File: config.mk
export PLATFORM = sky130hd
export DESIGN_NAME = comparador_seq_ctrl
export DESIGN_NICKNAME = d
export VERILOG_FILES = /design/src/rtl/comparador_seq_ctrl.sv
export SDC_FILE = /design/constraint.sdc
export NUM_CORES = 1
export LEC_CHECK = 0
export CORE_ASPECT_RATIO = 0.9
export CORE_MARGIN = 2
export CORE_UTILIZATION = 53
export DETAILED_ROUTE_END_ITERATION = 10
export PLACE_DENSITY = 0.83
export SLEW_MARGIN = 0
export SYNTH_ARGS = -nofsm -noshare
export SYNTH_HDL_FRONTEND = slang
export SYNTH_SLANG_ARGS = --single-unit
File: constraint.sdc
create_clock -name clk -period 3.3 [get_ports clk]
set_input_delay 0.33 -clock clk [delete_from_list [all_inputs] [get_ports clk]]
set_output_delay 0.33 -clock clk [all_outputs]
set_load 0.1 [all_outputs]
File: src/rtl/comparador_seq_ctrl.sv
// Bit-serial three-operand comparator sequencer: scans W bits LSB first through one 1-bit cell.
// Optional early exit on first mismatch is enabled by defining COMPARADOR_EARLY_EXIT_EN.
module comparador_seq_ctrl #(
    parameter int W    = 8,
    parameter int IDXW = 3
) (
    input  logic            clk,
    input  logic            rst,
    input  logic            start,
    input  logic [W-1:0]    a,
    input  logic [W-1:0]    b,
    input  logic [W-1:0]    c,
    output logic            busy,
    output logic            done,
    output logic            diff,
    output logic [IDXW-1:0] first_idx
);

    typedef enum logic [1:0] {
        ST_IDLE = 2'd0,
        ST_RUN  = 2'd1,
        ST_DONE = 2'd2
    } state_t;

    localparam logic [IDXW-1:0] IDX_ZERO = {IDXW{1'b0}};
    localparam logic [IDXW-1:0] IDX_ONE  = IDXW'(1'b1);
    localparam logic [IDXW-1:0] IDX_LAST = IDXW'(W - 1);

    state_t          state_r, state_s;
    logic [W-1:0]    a_r, b_r, c_r;
    logic [IDXW-1:0] idx_r, idx_s;
    logic            diff_r, diff_s;
    logic [IDXW-1:0] first_idx_r, first_idx_s;
    logic            load_s;
    logic            cmp_s;
    logic            busy_r, done_r;

    // The shared comparator cell: 1 when the three bits are not all equal.
    function automatic logic cmp_cell(input logic bit_a, input logic bit_b, input logic bit_c);
        return (bit_a ^ bit_b) | (~bit_a & bit_c) | (bit_b & ~bit_c);
    endfunction

    // Next-state, counter and result update logic.
    always_comb begin
        state_s     = state_r;
        idx_s       = idx_r;
        diff_s      = diff_r;
        first_idx_s = first_idx_r;
        load_s      = 1'b0;
        cmp_s       = cmp_cell(a_r[idx_r], b_r[idx_r], c_r[idx_r]);
        case (state_r)
            ST_IDLE: begin
                if (start) begin
                    state_s     = ST_RUN;
                    load_s      = 1'b1;
                    idx_s       = IDX_ZERO;
                    diff_s      = 1'b0;
                    first_idx_s = IDX_ZERO;
                end else begin
                    state_s = ST_IDLE;
                end
            end
            ST_RUN: begin
                // Only the first mismatch is recorded; later ones leave first_idx alone.
                if (cmp_s && !diff_r) begin
                    diff_s      = 1'b1;
                    first_idx_s = idx_r;
                end else begin
                    diff_s = diff_r;
                end
                if (idx_r == IDX_LAST) begin
                    state_s = ST_DONE;
                end else begin
`ifdef COMPARADOR_EARLY_EXIT_EN
                    if (cmp_s && !diff_r) begin
                        state_s = ST_DONE;
                    end else begin
                        idx_s = idx_r + IDX_ONE;
                    end
`else
                    idx_s = idx_r + IDX_ONE;
`endif
                end
            end
            ST_DONE: begin
                state_s = ST_IDLE;
            end
            default: begin
                state_s = ST_IDLE;
            end
        endcase
    end

    // State, operand, counter, result and output registers.
    always_ff @(posedge clk) begin
        if (rst) begin
            state_r     <= ST_IDLE;
            a_r         <= {W{1'b0}};
            b_r         <= {W{1'b0}};
            c_r         <= {W{1'b0}};
            idx_r       <= IDX_ZERO;
            diff_r      <= 1'b0;
            first_idx_r <= IDX_ZERO;
            busy_r      <= 1'b0;
            done_r      <= 1'b0;
        end else begin
            state_r     <= state_s;
            idx_r       <= idx_s;
            diff_r      <= diff_s;
            first_idx_r <= first_idx_s;
            busy_r      <= (state_s != ST_IDLE);
            done_r      <= (state_s == ST_DONE);
            if (load_s) begin
                a_r <= a;
                b_r <= b;
                c_r <= c;
            end
        end
    end

    assign busy      = busy_r;
    assign done      = done_r;
    assign diff      = diff_r;
    assign first_idx = first_idx_r;

endmodule

Word-level counts from Yosys, hierarchy flattened
Index checks and enable logic that the tools add are counted.
{ "word_totals": {"ff_bits": 35, "in_bits": 27, "out_inout_bits": 6} }
{ "op_classes": {"add_sub_neg": 1, "magnitude_cmp": 1, "eq_ne": 6, "mux": 19, "bitwise_logic": 7, "reduce_logical": 7} }
{ "ops": {"columns": ["op", "n"], "rows": [
  ["3-bit case mux with 2 select lines", 2],
  ["1-bit binary-select mux with 3-bit select", 3],
  ["3-bit 2-to-1 mux", 3],
  ["1-bit 2-to-1 mux", 8],
  ["2-bit inequality test (second input constant)", 3],
  ["3-bit AND reduction", 2],
  ["3-bit by 4-bit < comparator with 1-bit output (second input constant)", 1],
  ["2-bit case mux with 2 select lines", 1],
  ["2-bit nonzero test", 2],
  ["3-bit by 1-bit adder with 3-bit output (second input constant)", 1],
  ["3-bit equality test (second input constant)", 1],
  ["1-bit bitwise AND", 2],
  ["2-bit by 1-bit equality test with 1-bit output (second input constant)", 1],
  ["2-bit equality test (second input constant)", 1],
  ["2-bit logical NOT", 1],
  ["2-bit 2-to-1 mux", 1],
  ["1-bit inverter", 2],
  ["1-bit OR", 2],
  ["1-bit case mux with 2 select lines", 1],
  ["1-bit logical AND", 1],
  ["1-bit logical NOT", 1],
  ["1-bit XOR", 1]
]} }

Longest topological paths before layout
Gate-level depths: netlist of the first run.
{ "logic_depth": {"depth_word": 9, "depth_mapped": 6} }

Worst setup path before layout of the first run
Ideal clock, no wire load.
{ "synth_path": {"kind": "reg2reg", "startpoint": "reg idx_r[0]", "endpoint": "reg first_idx_r[0], in the netlist first_idx[0]", "setup_time_ps": 117, "t_arrival_ps": 1554, "required_ps": 3183, "setup_slack_ps": 1629, "path_stages_with_launch": 7, "synth_period_minus_slack_ps": 1671, "cell_sequence": "dfxtp_1 > buf_6 > mux4_1 > mux2i_1 > or4_1 > nand3_2 > o2bb2ai_1"} }
{ "synth_between": {"elab_chain_len": 9} }
{ "synth_rtl": {"columns": ["element", "line", "source"], "rows": [
  ["start: declaration", "31", "logic [IDXW-1:0] idx_r, idx_s;"],
  ["start signal: assignment", "108", "idx_r <= idx_s;"],
  ["1-bit binary-select mux with 3-bit select", "50", "cmp_s = cmp_cell(a_r[idx_r], b_r[idx_r], c_r[idx_r]);"],
  ["1-bit 2-to-1 mux (implied by the code)", "50", null],
  ["1-bit inverter", "40", "return (bit_a ^ bit_b) | (~bit_a & bit_c) | (bit_b & ~bit_c);"],
  ["1-bit bitwise AND", "40", null],
  ["1-bit OR (2 in a row)", "40", null],
  ["1-bit logical AND", "65", "if (cmp_s && !diff_r) begin"],
  ["2-bit inequality test (no source line)", null, null],
  ["3-bit AND reduction (no source line)", null, null],
  ["end signal: assignment", "110", "first_idx_r <= first_idx_s;"],
  ["end: declaration", "33", "logic [IDXW-1:0] first_idx_r, first_idx_s;"]
]} }
Several ways; a longest one is shown, not always the timed one. The select of a mux whose other input is x is not followed.
A chain may end at the register's enable or synchronous reset.

Worst setup path after layout of the first run
{ "layout_path": {"startpoint": "reg diff_r, in the netlist diff", "endpoint": "out diff"} }
{ "layout_lines": {"columns": ["element", "line", "source"], "rows": [
  ["start: declaration", "32", "logic diff_r, diff_s;"],
  ["start signal: assignment", "109", "diff_r <= diff_s;"],
  ["end: declaration", "15", "output logic diff,"]
]} }
No word-level cell between the ends.

==> results of run 1 <==
## power breakdown
part           switching [mW]  leakage, nW  internal, mW
Sequential             0.0142        0.287         0.444
Clock                   0.129       0.0242        0.0757
Combinational          0.0708        0.419        0.0657
## cell type report
cell class                 count  area (um2)  area share, %
timing repair buffer          34         335           17.8
tap                           40        50.0           2.66
inverter                       3        25.0           1.33
clock buffer                   6        41.3           2.20
sequential                    35         701           37.3
multi-input combinational    117         727           38.7
## placed cells by master (no fill, tap or decap), drive strengths merged, types with 3 or more instances in the layout
cell	synthesis	final
mux2i	3	3
dfxtp	35	35
nor2	7	7
clkdlybuf4s50	0	32
nor2b	3	3
nand2b	3	3
o2bb2ai	3	3
nand2	49	49
a21oi	27	27
clkbuf	10	6
nand3	3	3
mux4	6	6
## metal layers
layer	global-route usage, %	vias up
li1	-	626
met1	22.2	585
met2	37.1	29
met3	8.98	2
met4	7.04	0
met5	0	-
## sequential cells by signal (all words and copies together) (netlist names)
register / cells
diff: 1
first_idx: 3
idx_r: 3
b_r: 8
done: 1
c_r: 8
a_r: 8
busy: 1
state_r: 2
## worst min-delay path by stage
stage | startpoint | endpoint | slack [ps] | cells after the start
3_5_place_dp | b_r[1] | b_r[1] | 450 | 2
5_1_grt | b_r[6] | b_r[6] | 480 | 2
6_report | c_r[3] | c_r[3] | 460 | 2
2_1_floorplan | a_r[1] | a_r[1] | 430 | 2
3_3_place_gp | a_r[7] | a_r[7] | 440 | 2
4_1_cts | b_r[1] | b_r[1] | 460 | 2
## cell families (layout without fill, tap and decap cells)
family	Yosys count	in the layout	share of synthesized area (%)
flip-flops	35	35	46.3
AND/OR/NAND/NOR	74	74	22.1
multiplexers	9	9	12.7
buffers and inverters	15	43	5.63
adder cells (fa/ha/maj)	2	2	1.65
AO/OA/AOI/OAI	32	32	11.7
## through the flow
stage	total power, mW	instances	worst slack [ps]	cell area, um2	hold WS [ps]
6_report	0.800	235	1100	1880	459
5_1_grt	0.834	235	1030	1880	485
4_1_cts	0.801	235	1090	1880	461
3_5_place_dp	0.604	229	1210	1840	447
3_3_place_gp	0.598	229	1290	1840	438
2_1_floorplan	0.554	167	1630	1510	432
==> flow_results.org, run 1 <==
** Layout
- 0 antenna diodes ended up in the layout.
- Cells fill 69.0% of the core in the end.
- Cells with a size suffix above 1 make up 6.15% of the layout.
- Area growth from synthesis to layout :: 24.2%
- Fill cell total of the finished layout :: 241
- At the end of the flow, the number of nets in the layout was 225.

** Yosys
- The most common cell in the synthesized netlist is sky130_fd_sc_hd__nand2_1.
- Mean post-synth cell area :: 9.06 um2
- Counting flops and latches in the post-synthesis netlist gives 35.
- For this run, asynchronously set or reset flops after synthesis account for 0%.
- By count the netlist is led by sky130_fd_sc_hd__nand2_1, sky130_fd_sc_hd__dfxtp_1, sky130_fd_sc_hd__a21oi_1, sky130_fd_sc_hd__clkbuf_1, sky130_fd_sc_hd__nor2_1.
- Synthesis instantiated 25 different standard cells from the library.
- Yosys mapped a number of flops with a built-in enable equal to 0.
- Cell type with the largest total area after synthesis :: sky130_fd_sc_hd__dfxtp_1
- Summing every instance area after synthesis gives 1510 um2.
- The number of nets in the synthesized netlist is 196.
- Of the post-synthesis cell area, the dominant cell type holds 46.3%.
- Synth Instances :: 167
- By area the synthesized netlist is led by sky130_fd_sc_hd__dfxtp_1, sky130_fd_sc_hd__nand2_1, sky130_fd_sc_hd__mux4_1.
- Leading register cell type out of synthesis :: sky130_fd_sc_hd__dfxtp_1
- Of the synthesized area, sequential elements account for 46.3%.
- Yosys synthesis warning count :: 0

** Routing
- Met2 layer wire length in the routed design :: 1500 um
- In the routed layout, each cell is associated on average with a via count of 5.29.
- The routed layout has 1242 vias.
- For this run, design rule violations remaining after detail routing come to 0.
- Wire segments on met3 add up to 176 um in the final route.
- The first routing iteration left 71 violations.
- Routed signal wires occupy layers up through met4.
- Routed WL per cell :: 13.0 um
- Routed WL :: 3050 um
- Residual antenna-violating net count after detailed routing :: 0
- In the final routing, the length of wire on met1 measures 1360 um.
- Length of the first detailed-routing pass in iterations :: 4

** Setup path
- The largest single stage delay on the critical path is 1150 ps.
- Data arrives at the worst endpoint at 1870 ps.
- Buffers and inverters on the worst path :: 1
- The critical path is of the reg -> out type.
- CP max FO :: 4
- Launch instance of the worst register-to-register path :: idx_r[0]
- Stages on worst setup path :: 1
- Cell with the largest stage delay on the worst path :: sky130_fd_sc_hd__clkdlybuf4s50_1
- The endpoint identified for the worst register-to-register timing path is first_idx[1].
- Critical path endpoint :: diff
- Sort of element at the end of the critical path :: output pin
- The critical path starts at diff.
- Reg2Reg Depth :: 5
- STA classifies the critical path startpoint as a flip-flop.
- Reg-to-reg setup timing slack :: 1280 ps
- CP cell instances :: clkdlybuf4s50_1
- Family with the most delay on the worst path :: buffers and inverters
- For the worst setup path, the data required time is 2970 ps.

** Floorplan
- Once the floorplan was initialized, standard cells occupied 55.5% of the core.
- The initialized floorplan defines 18 standard-cell rows.
- In this run the count of I/O pins placed on the die edge is 33.
- The total area inside the core boundary comes to 2730 um2.
- The die is 60.3 um wide.
- The floorplan step defined a die boundary enclosing 3300 um2.
- Height of the die :: 54.7 um

** STA
- Measured against its own limit, the worst slew margin works out to 35.5%.
- Crit share post-route :: 66.7%
- Setup repair after global routing missed its margin :: false
- Setup-violating endpoint count in the final report :: 0
- Final critical delay including setup and external delays :: 2200 ps
- The total count of max-transition violations in the final report is 0.
- Setup Total Neg Slack :: 0 ps
- For the pin with the worst max-slew slack, the measured transition is 964 ps.
- Setup clock skew after layout :: 7.71 ps
- Number of failing hold endpoints at the final stage :: 0
- For this run, the top clock speed supported by timing is 454 MHz.

** Global routing
- Entering global routing, the biggest net connects 37 pins.
- Overflow left after global routing :: 0
- Global routing used 20.9% of the available tracks.
- The via count of the first global-routing pass was 1201.
- Number of antenna violations at the first check in global routing :: 0
- The first global-routing pass estimated 4970 um of wire.

** CTS
- After clock tree synthesis, the repair step resized 0 gates.
- Number of buffers created by CTS :: 5
- Clock tree from TritonCTS :: yes
- Clock-pin slew of the registers on the worst-case setup and hold paths :: 100 ps
- Hold buffer count at cts :: 0
- Maximum number of buffers from clock root to sink :: 2
- The tree is rooted in a sky130_fd_sc_hd__clkbuf_4.
- The clock tree synthesis step divided the H-tree into 2 levels.
- Number of buffers inserted to repair setup after CTS :: 0
- Clock latency of the later-clocked register in the worst-skew pair :: 330 ps
- CTS saw 35 sinks.

** Power and ir drop
- The analysis attributes to cell leakage a power of 0.730 nW.
- Across the VDD grid, the largest voltage drop is 0.299 mV.
- Pwr Density :: 426 nW/um2

** Worst hold path
- In this run the worst hold path is classified as reg -> reg.

** Run status
- Run status :: finished, final reports clean

** Run
- Across the run, the number of max-cap violations was 0.

** Placed design
- HPWL after detailed placement :: 2120 um
- Port buffering added 32 buffers.
- The congestion estimate from routability-driven global placement came to 0.762.
No activity file was read; power rests on OpenSTA's default activity.
==> run 2, diff against run 1 <==
--- a/config.mk
+++ b/config.mk
@@ -7,9 +7,9 @@
 export LEC_CHECK = 0
 export CORE_ASPECT_RATIO = 0.9
 export CORE_MARGIN = 2
-export CORE_UTILIZATION = 53
+export CORE_UTILIZATION = 44
 export DETAILED_ROUTE_END_ITERATION = 10
-export PLACE_DENSITY = 0.83
+export PLACE_DENSITY = 0.74
 export SLEW_MARGIN = 0
 export SYNTH_ARGS = -nofsm -noshare
 export SYNTH_HDL_FRONTEND = slang
==> constraint.sdc (replaced) <==
create_clock -name clk -period 2 [get_ports clk]
set_input_delay 0.2 -clock clk [delete_from_list [all_inputs] [get_ports clk]]
set_output_delay 0.2 -clock clk [all_outputs]
set_load 0.1 [all_outputs]
==> run 2 against run 1 <==
  * First-iteration DRC count is 65% lower
  * Design area is 3.9% higher
  * Register-to-register slack worse by 1100 ps
  * Clock power grew to 2.7 times the previous value
  * Setup slack worse by 930 ps
  * Non-clock buffer count is 3 higher
==> flow_results.org, run 2 (synthesized netlist as in run 1, its figures left out) <==
** Run status
- Run status :: finished, final reports clean

** Layout
- Final cell area excluding filler cells :: 1950 um2
- The multi-input combinational cells in the finished layout cover a total of 727 um2.
- The library cell used most frequently in the layout, excluding fill and tap cells, is sky130_fd_sc_hd__nand2_1.
- The net count of the finished layout is 228.
- Sequential cell area :: 702 um2
- Fill cell total of the finished layout :: 289
- Ant. Diodes :: 0
- The post-route netlist has 12.0% of its cells at a drive strength greater than 1.
- Area growth from synthesis to layout :: 29.0%
- Top library cells by usage in the layout, fill and taps aside :: sky130_fd_sc_hd__nand2_1, sky130_fd_sc_hd__dfxtp_1, sky130_fd_sc_hd__a21oi_1, sky130_fd_sc_hd__clkdlybuf4s50_1, sky130_fd_sc_hd__buf_4
- For this run, the share of the core covered by cells in the final layout is 58.6%.
- Biggest regs :: a_r (8), b_r (8), c_r (8)

** CTS
- Buffer cell driving the clock tree root :: sky130_fd_sc_hd__clkbuf_8
- Clock tree from TritonCTS :: yes
- Counting along the longest clock path gives a buffer depth of 2.
- Number of levels in the clock H-tree :: 2
- The number of clock buffers added by TritonCTS is 5.
- At the later pin of the worst-skew pair, clock insertion delay measures 290 ps.
- Clock tree sinks :: 35
- Clock-pin slew of the registers on the worst-case setup and hold paths :: 60 ps
- Hold buffer count at cts :: 0

** Setup path
- Family with the most delay on the worst path :: multiplexers
- Required time reported for the critical path endpoint :: 2180 ps
- Cell with the largest stage delay on the worst path :: sky130_fd_sc_hd__mux4_1
- Reg-to-reg setup timing slack :: 170 ps
- STA classifies the critical path endpoint as a flip-flop.
- Startpoint-to-endpoint class of the critical path :: reg -> reg
- Sort of element at the start of the critical path :: flip-flop
- Buffers and inverters on the worst path :: 0
- In this run the worst path has a maximum fanout of 8.
- CP cell instances :: mux4_1, mux2i_1, or4_1, nand3_2, o2bb2ai_1
- Worst Path Arrival :: 2010 ps
- The largest single stage delay on the critical path is 580 ps.

** Routing
- In the final routed layout, each cell accounts on average for 12.6 um.
- For this block, the via count after detailed routing is 1221.
- Average via count per standard cell :: 5.00
- For this block, the initial DRC count from the detailed router was 25.
- Residual antenna-violating net count after detailed routing :: 0
- Routed WL :: 3090 um
- After detailed routing, the number of remaining DRC violations is 0.
- Length of the first detailed-routing pass in iterations :: 4

** STA
- The number of endpoints with negative hold slack in the final report is 0.
- Worst max-slew margin expressed relative to the limit :: 69.8%
- The total count of max-transition violations in the final report came to 0.
- Final worst-path setup slack :: 170 ps
- At the pin with the least slew margin, the transition time is 453 ps.
- Clock skew on the completed layout was measured at 6.76 ps.
- Setup-violating endpoint count in the final report :: 0
- For the finished layout, the period the worst path requires is 1830 ps.
- Timing would allow up to 546 MHz.
- Setup repair after global routing left no endpoint under its margin.
- The worst path uses 91.5% of the clock period.
- Setup Total Neg Slack :: 0 ps

** Placed design
- Cell area reported after detailed placement :: 1850 um2
- Dpl ws :: 90.1 ps
- Gp weighted congestion :: 0.832
- HPWL after detailed placement :: 2320 um
- In this run the tool buffered the top-level ports with 32 buffer cells.

** Global routing
- Pin count of the biggest net entering global routing :: 27
- The via count of the first global-routing pass is 1152.
- Across every metal layer, demand over resource in global routing totals 18.0%.
- Number of antenna violations at the first check in global routing :: 0
- Overflow left after global routing :: 0
- The first global-routing pass estimated 5070 um of wire.

** Floorplan
- Core Box Area :: 3330 um2
- The floorplan has 20 rows.
- Height of the die :: 59.6 um
- Pin placement for this block handled 33 I/O pins.
- Once the floorplan was initialized, standard cells occupied 45.5% of the core.
- Measured along the x axis, the die boundary spans 65.8 um.
- Total die area :: 3920 um2

** Power and ir drop
- Internal portion of total power :: 1.16 mW
- Part of the total power dissipated in sequential elements :: 49.3%
- IR analysis of the VDD net gives a maximum drop of 0.467 mV.
- Sw power :: 377 uW
- The clock network accounts for 35.9% of the total power.
- The completed layout was analyzed and its total power is 1.54 mW.
- Combinational logic burns 14.8% of the power.
- Net switching is 24.5% of the power.
- In this run the power density over the cells is 787 nW/um2.
- In this run the static leakage power is 0.785 nW.

** Run
- Across the run, the number of max-cap violations was 0.

** Worst hold path
- Worst hold-check path type :: in -> reg
[run 2: changes by cell type in the layout (fill, tap and decap cells not counted)]
cell and delta:
sky130_fd_sc_hd__buf_4 +9, sky130_fd_sc_hd__clkbuf_8 +7, sky130_fd_sc_hd__clkdlybuf4s50_1 -6, sky130_fd_sc_hd__clkbuf_4 -5
sky130_fd_sc_hd__dfxtp_1 -1, sky130_fd_sc_hd__dfxtp_2 +1
[run 2: stage by stage]
stage | std cells | hold WS (ps)
floorplan | 167 | 336
global placement | 236 | 440
detailed placement | 236 | 447
CTS | 244 | 451
global route | 244 | 457
finish | 244 | 455
[run 2: area by class of cell]
type / instances / area share, %
well taps: 44 / 2.82
flip-flops and latches: 35 / 36.0
clock buffers: 8 / 5.13
inverters: 3 / 1.28
repair buffers: 37 / 17.6
multi-input cells: 117 / 37.2
[run 2: power groups by stage]
stage / clock network (mW) / registers [mW] / logic [mW]
2_1_floorplan: 0 / 0.787 / 0.128
6_report: 0.551 / 0.757 / 0.228
3_5_place_dp: 0 / 0.773 / 0.227
4_1_cts: 0.560 / 0.757 / 0.228
3_3_place_gp: 0 / 0.770 / 0.222
5_1_grt: 0.595 / 0.762 / 0.250
[run 2: worst paths after layout]
| check | endpoint | from | cells after the start |
|---|---|---|---|
| worst max-delay path | first_idx[0] | idx_r[0] | 5 |
| worst min-delay path | c_r[2] | c[2] | 3 |
| worst max register to register | first_idx[0] | idx_r[0] | 5 |
| worst min register to register | b_r[6] | b_r[6] | 2 |
[run 2: per-layer routing]
layer,wire [um],global-route usage (%)
met5,0,0
met4,56,8.04
met3,176,7.03
met2,1400,29.7
met1,1450,20.7
[run 2: worst reg2reg max path: stages (launching register included)]
cell                        delay (ps)
sky130_fd_sc_hd__dfxtp_2           420
sky130_fd_sc_hd__mux4_1            590
sky130_fd_sc_hd__mux2i_1           310
sky130_fd_sc_hd__or4_1             180
sky130_fd_sc_hd__nand3_2            90
sky130_fd_sc_hd__o2bb2ai_1         130
[run 2: timing repair]
item,in CTS,in global routing
gates resized for setup,0,1
endpoints found under the hold margin,0,0
setup buffers,0,0
setup endpoints to repair,0,3
==> run 3, diff against run 2 <==
--- a/config.mk
+++ b/config.mk
@@ -9,7 +9,9 @@
 export CORE_MARGIN = 2
 export CORE_UTILIZATION = 44
 export DETAILED_ROUTE_END_ITERATION = 10
+export MAX_ROUTING_LAYER = met4
 export PLACE_DENSITY = 0.74
+export SETUP_SLACK_MARGIN = 0.15
 export SLEW_MARGIN = 0
 export SYNTH_ARGS = -nofsm -noshare
 export SYNTH_HDL_FRONTEND = slang
==> run 3 against run 2 <==
  * Sequential power about the same
  * Register-to-register slack improved by 90 ps
  * Flip-flop and latch count stayed put
  * Critical path depth stayed put
  * Fmax increased by 5.0%
  * Clock skew is 4.1 ps lower
  * Worst hold slack is essentially flat
  * Sequential share of layout area decreased by 0.056 points
  * Combinational power barely moved
  * Clock power is 0.7% lower
  * Critical path type unchanged
  * Largest power group unchanged
==> flow_results.org, run 3 (synthesized netlist as in run 1, its figures left out) <==
** Routing
- In this run, the number of DRC markers left after iteration 0 of detailed routing was 27.
- Summed over all layers, the routed wires come to 3050 um.
- For this run, design rule violations remaining after detail routing come to 0.
- Residual antenna-violating net count after detailed routing :: 0
- Summing over every cut layer, the via total after detailed routing is 1218.
- Routed WL per cell :: 12.5 um
- Average via count per standard cell :: 4.99
- The first detailed-routing pass took 4 iterations.

** Setup path
- The worst setup path is launched from a flip-flop.
- Stages on worst setup path :: 5
- The startpoint identified for the worst register-to-register timing path is idx_r[0].
- The endpoint identified for the worst register-to-register timing path is first_idx[0].
- CP cell instances :: mux4_1, mux2i_2, or4_1, nand3_2, o2bb2ai_1
- Data arrives at the worst endpoint at 1920 ps.
- CP max FO :: 8
- Sort of element at the end of the critical path :: flip-flop
- Cell with the largest stage delay on the worst path :: sky130_fd_sc_hd__mux4_1
- Counting both buffers and inverters, the worst setup path holds a total of 0.
- At the worst endpoint, the required time is 2180 ps.
- Family with the most delay on the worst path :: multiplexers
- By startpoint and endpoint, the worst setup path is classified as reg -> reg.
- In this design, the stage delay of the slowest critical-path cell is 590 ps.
- For the worst flop-to-flop path, the logic depth is 5.
- In this run the register-to-register setup slack is 260 ps.

** Floorplan
- The core region is 3330 um2.
- In this run the vertical extent of the chip is 59.6 um.
- Total die area :: 3920 um2
- During I/O placement, the number of pins put on the boundary was 33.
- Number of rows created at floorplan :: 20
- Once the floorplan was initialized, standard cells occupied 45.5% of the core.
- The floorplan step set the die width to 65.8 um.

** Layout
- In the layout the commonest cells are sky130_fd_sc_hd__nand2_1, sky130_fd_sc_hd__dfxtp_1, sky130_fd_sc_hd__a21oi_1, sky130_fd_sc_hd__clkdlybuf4s50_1, sky130_fd_sc_hd__buf_4.
- Of the cells placed in the final design, the portion with a size suffix greater than 1 is 13.0%.
- The library cell used most frequently in the layout, excluding fill and tap cells, is sky130_fd_sc_hd__nand2_1.
- Relative to the synthesized area, the layout overhead comes to 29.7%.
- In the final layout, the registers with the most flip-flops are a_r (8), b_r (8), c_r (8).
- Ant. Diodes :: 0
- Final net count :: 228

** CTS
- Number of buffers inserted to repair setup after CTS :: 0
- The clock passes through at most 2 buffers.
- Buffer cell driving the clock tree root :: sky130_fd_sc_hd__clkbuf_8
- In this run, post-CTS hold repair placed 0 buffers.
- Clock-pin slew of the registers on the worst-case setup and hold paths :: 60 ps
- The tree built by TritonCTS fans out to 35 sinks.
- The H-tree generated during clock tree synthesis spans 2 levels.
- For the worst-skew pair, the clock arrives at the later sink with an insertion delay of 280 ps.
- Counting the buffers created by CTS gives 5.
- TritonCTS built the clock tree.

** Global routing
- Number of global-route vias before repair :: 1155
- Total Routing Usage GR :: 18.5%
- The first global-routing pass estimated 5060 um of wire.
- Entering global routing, the biggest net connects 27 pins.
- Overflow left after global routing :: 0
- The number of antenna violations at the first check in global routing was 0.

** STA
- Final critical delay including setup and external delays :: 1740 ps
- Of the available clock period, the critical path in the final layout requires 87.2%.
- At the pin with the least slew margin, the transition time is 449 ps.
- Setup slack on the critical path of the routed design comes to 257 ps.
- Setup violations remaining at the end of the flow were counted as 0.
- Setup repair after global routing missed its margin :: false
- Adding up every negative setup slack in the final design gives 0 ps.
- Timing-limited maximum frequency :: 574 MHz
- Max-slew violation total from the final report :: 0
- For the final database, setup skew stands at 2.64 ps.
- The number of endpoints with negative hold slack in the final report is 0.
- The worst pin sits at a relative slew slack of 70.0%.

** Worst hold path
- Hold path startpoint :: a_r[6]
- For hold timing, the worst endpoint is a_r[6].
- Hold path depth :: 2
- The min-delay analysis places its worst path in the category reg -> reg.

** Power and ir drop
- Combinational Power Share :: 15.0%
- Sw power :: 373 uW
- Pwr Density :: 782 nW/um2
- Internal portion of total power :: 1.16 mW
- In this run the static leakage power is 0.773 nW.
- Of the total power, the share spent switching nets is 24.4%.
- Of the total power, the clock network draws 35.7%.
- Part of the total power dissipated in sequential elements :: 49.3%
- Highest ir drop seen on vdd :: 0.464 mV

** Placed design
- Dpl ws :: 90.1 ps
- HPWL after detailed placement :: 2320 um
- Gp weighted congestion :: 0.844
- During placement, the flow inserted port buffers numbering 32.

** Run
- The tool flagged a number of max-cap violations equal to 0.

** Run status
- Run status :: finished, final reports clean
-- run 3: cell counts in the layout (fill, tap and decap cells not counted) --
Identical to the previous run, type by type.
-- run 3: worst register-to-register path: cells and delay by family (launching register included) --
family	cells	cell delay (ps)
DFF	1	400
and+or+nand+nor	2	270
AOI/OAI and AO/OA	1	140
muxes	2	830
-- run 3: what timing repair did --
action,in CTS,in global routing
pin swaps,0,0
setup endpoints to repair,3,3
gates resized for setup,1,3
-- run 3: worst max-delay path by stage --
stage	endpoint	start
global placement	first_idx[1]	idx_r[0]
global route	first_idx[0]	idx_r[0]
CTS	first_idx[1]	idx_r[0]
finish	first_idx[0]	idx_r[0]
floorplan	first_idx[0]	idx_r[0]
detailed placement	first_idx[1]	idx_r[0]
-- run 3: area by class of cell --
| cell class | instances | area, um2 |
|---|---|---|
| clock buffers | 8 | 100 |
| fillers | 290 | 1370 |
| inverters | 3 | 25.0 |
| multi-input cells | 117 | 734 |
| flip-flops and latches | 35 | 704 |
| well taps | 44 | 55.1 |
| repair buffers | 37 | 343 |
-- run 3: power by group through the flow --
stage                     Clock [mW]  Sequential [mW]  Combinational (mW)
after global placement             0            0.770               0.222
after detailed placement           0            0.773               0.227
after global routing           0.595            0.761               0.251
after CTS                      0.560            0.758               0.228
final                          0.547            0.757               0.230
after floorplan                    0            0.787               0.128
-- run 3: routing by layer --
metal / vias to the layer above / global-route usage (%) / wire length [um] / part of all wire [%]
met5: - / - / 0 / 0
met4: 0 / 8.04 / 53 / 1.7
met3: 4 / 6.84 / 196 / 6.4
met2: 33 / 29.7 / 1400 / 46
met1: 545 / 20.8 / 1400 / 46
li1: 636 / - / - / -
-- run 3: stage by stage --
step	cell area (um2)	total power [mW]	std cells	utilization, %	hold WS (ps)
after global placement	1850	0.992	236	55.6	440
after CTS	1950	1.55	244	58.6	451
final	1960	1.53	244	58.9	455
after detailed placement	1850	1.00	236	55.6	447
after global routing	1960	1.61	244	58.9	457
after floorplan	1510	0.915	167	-	336
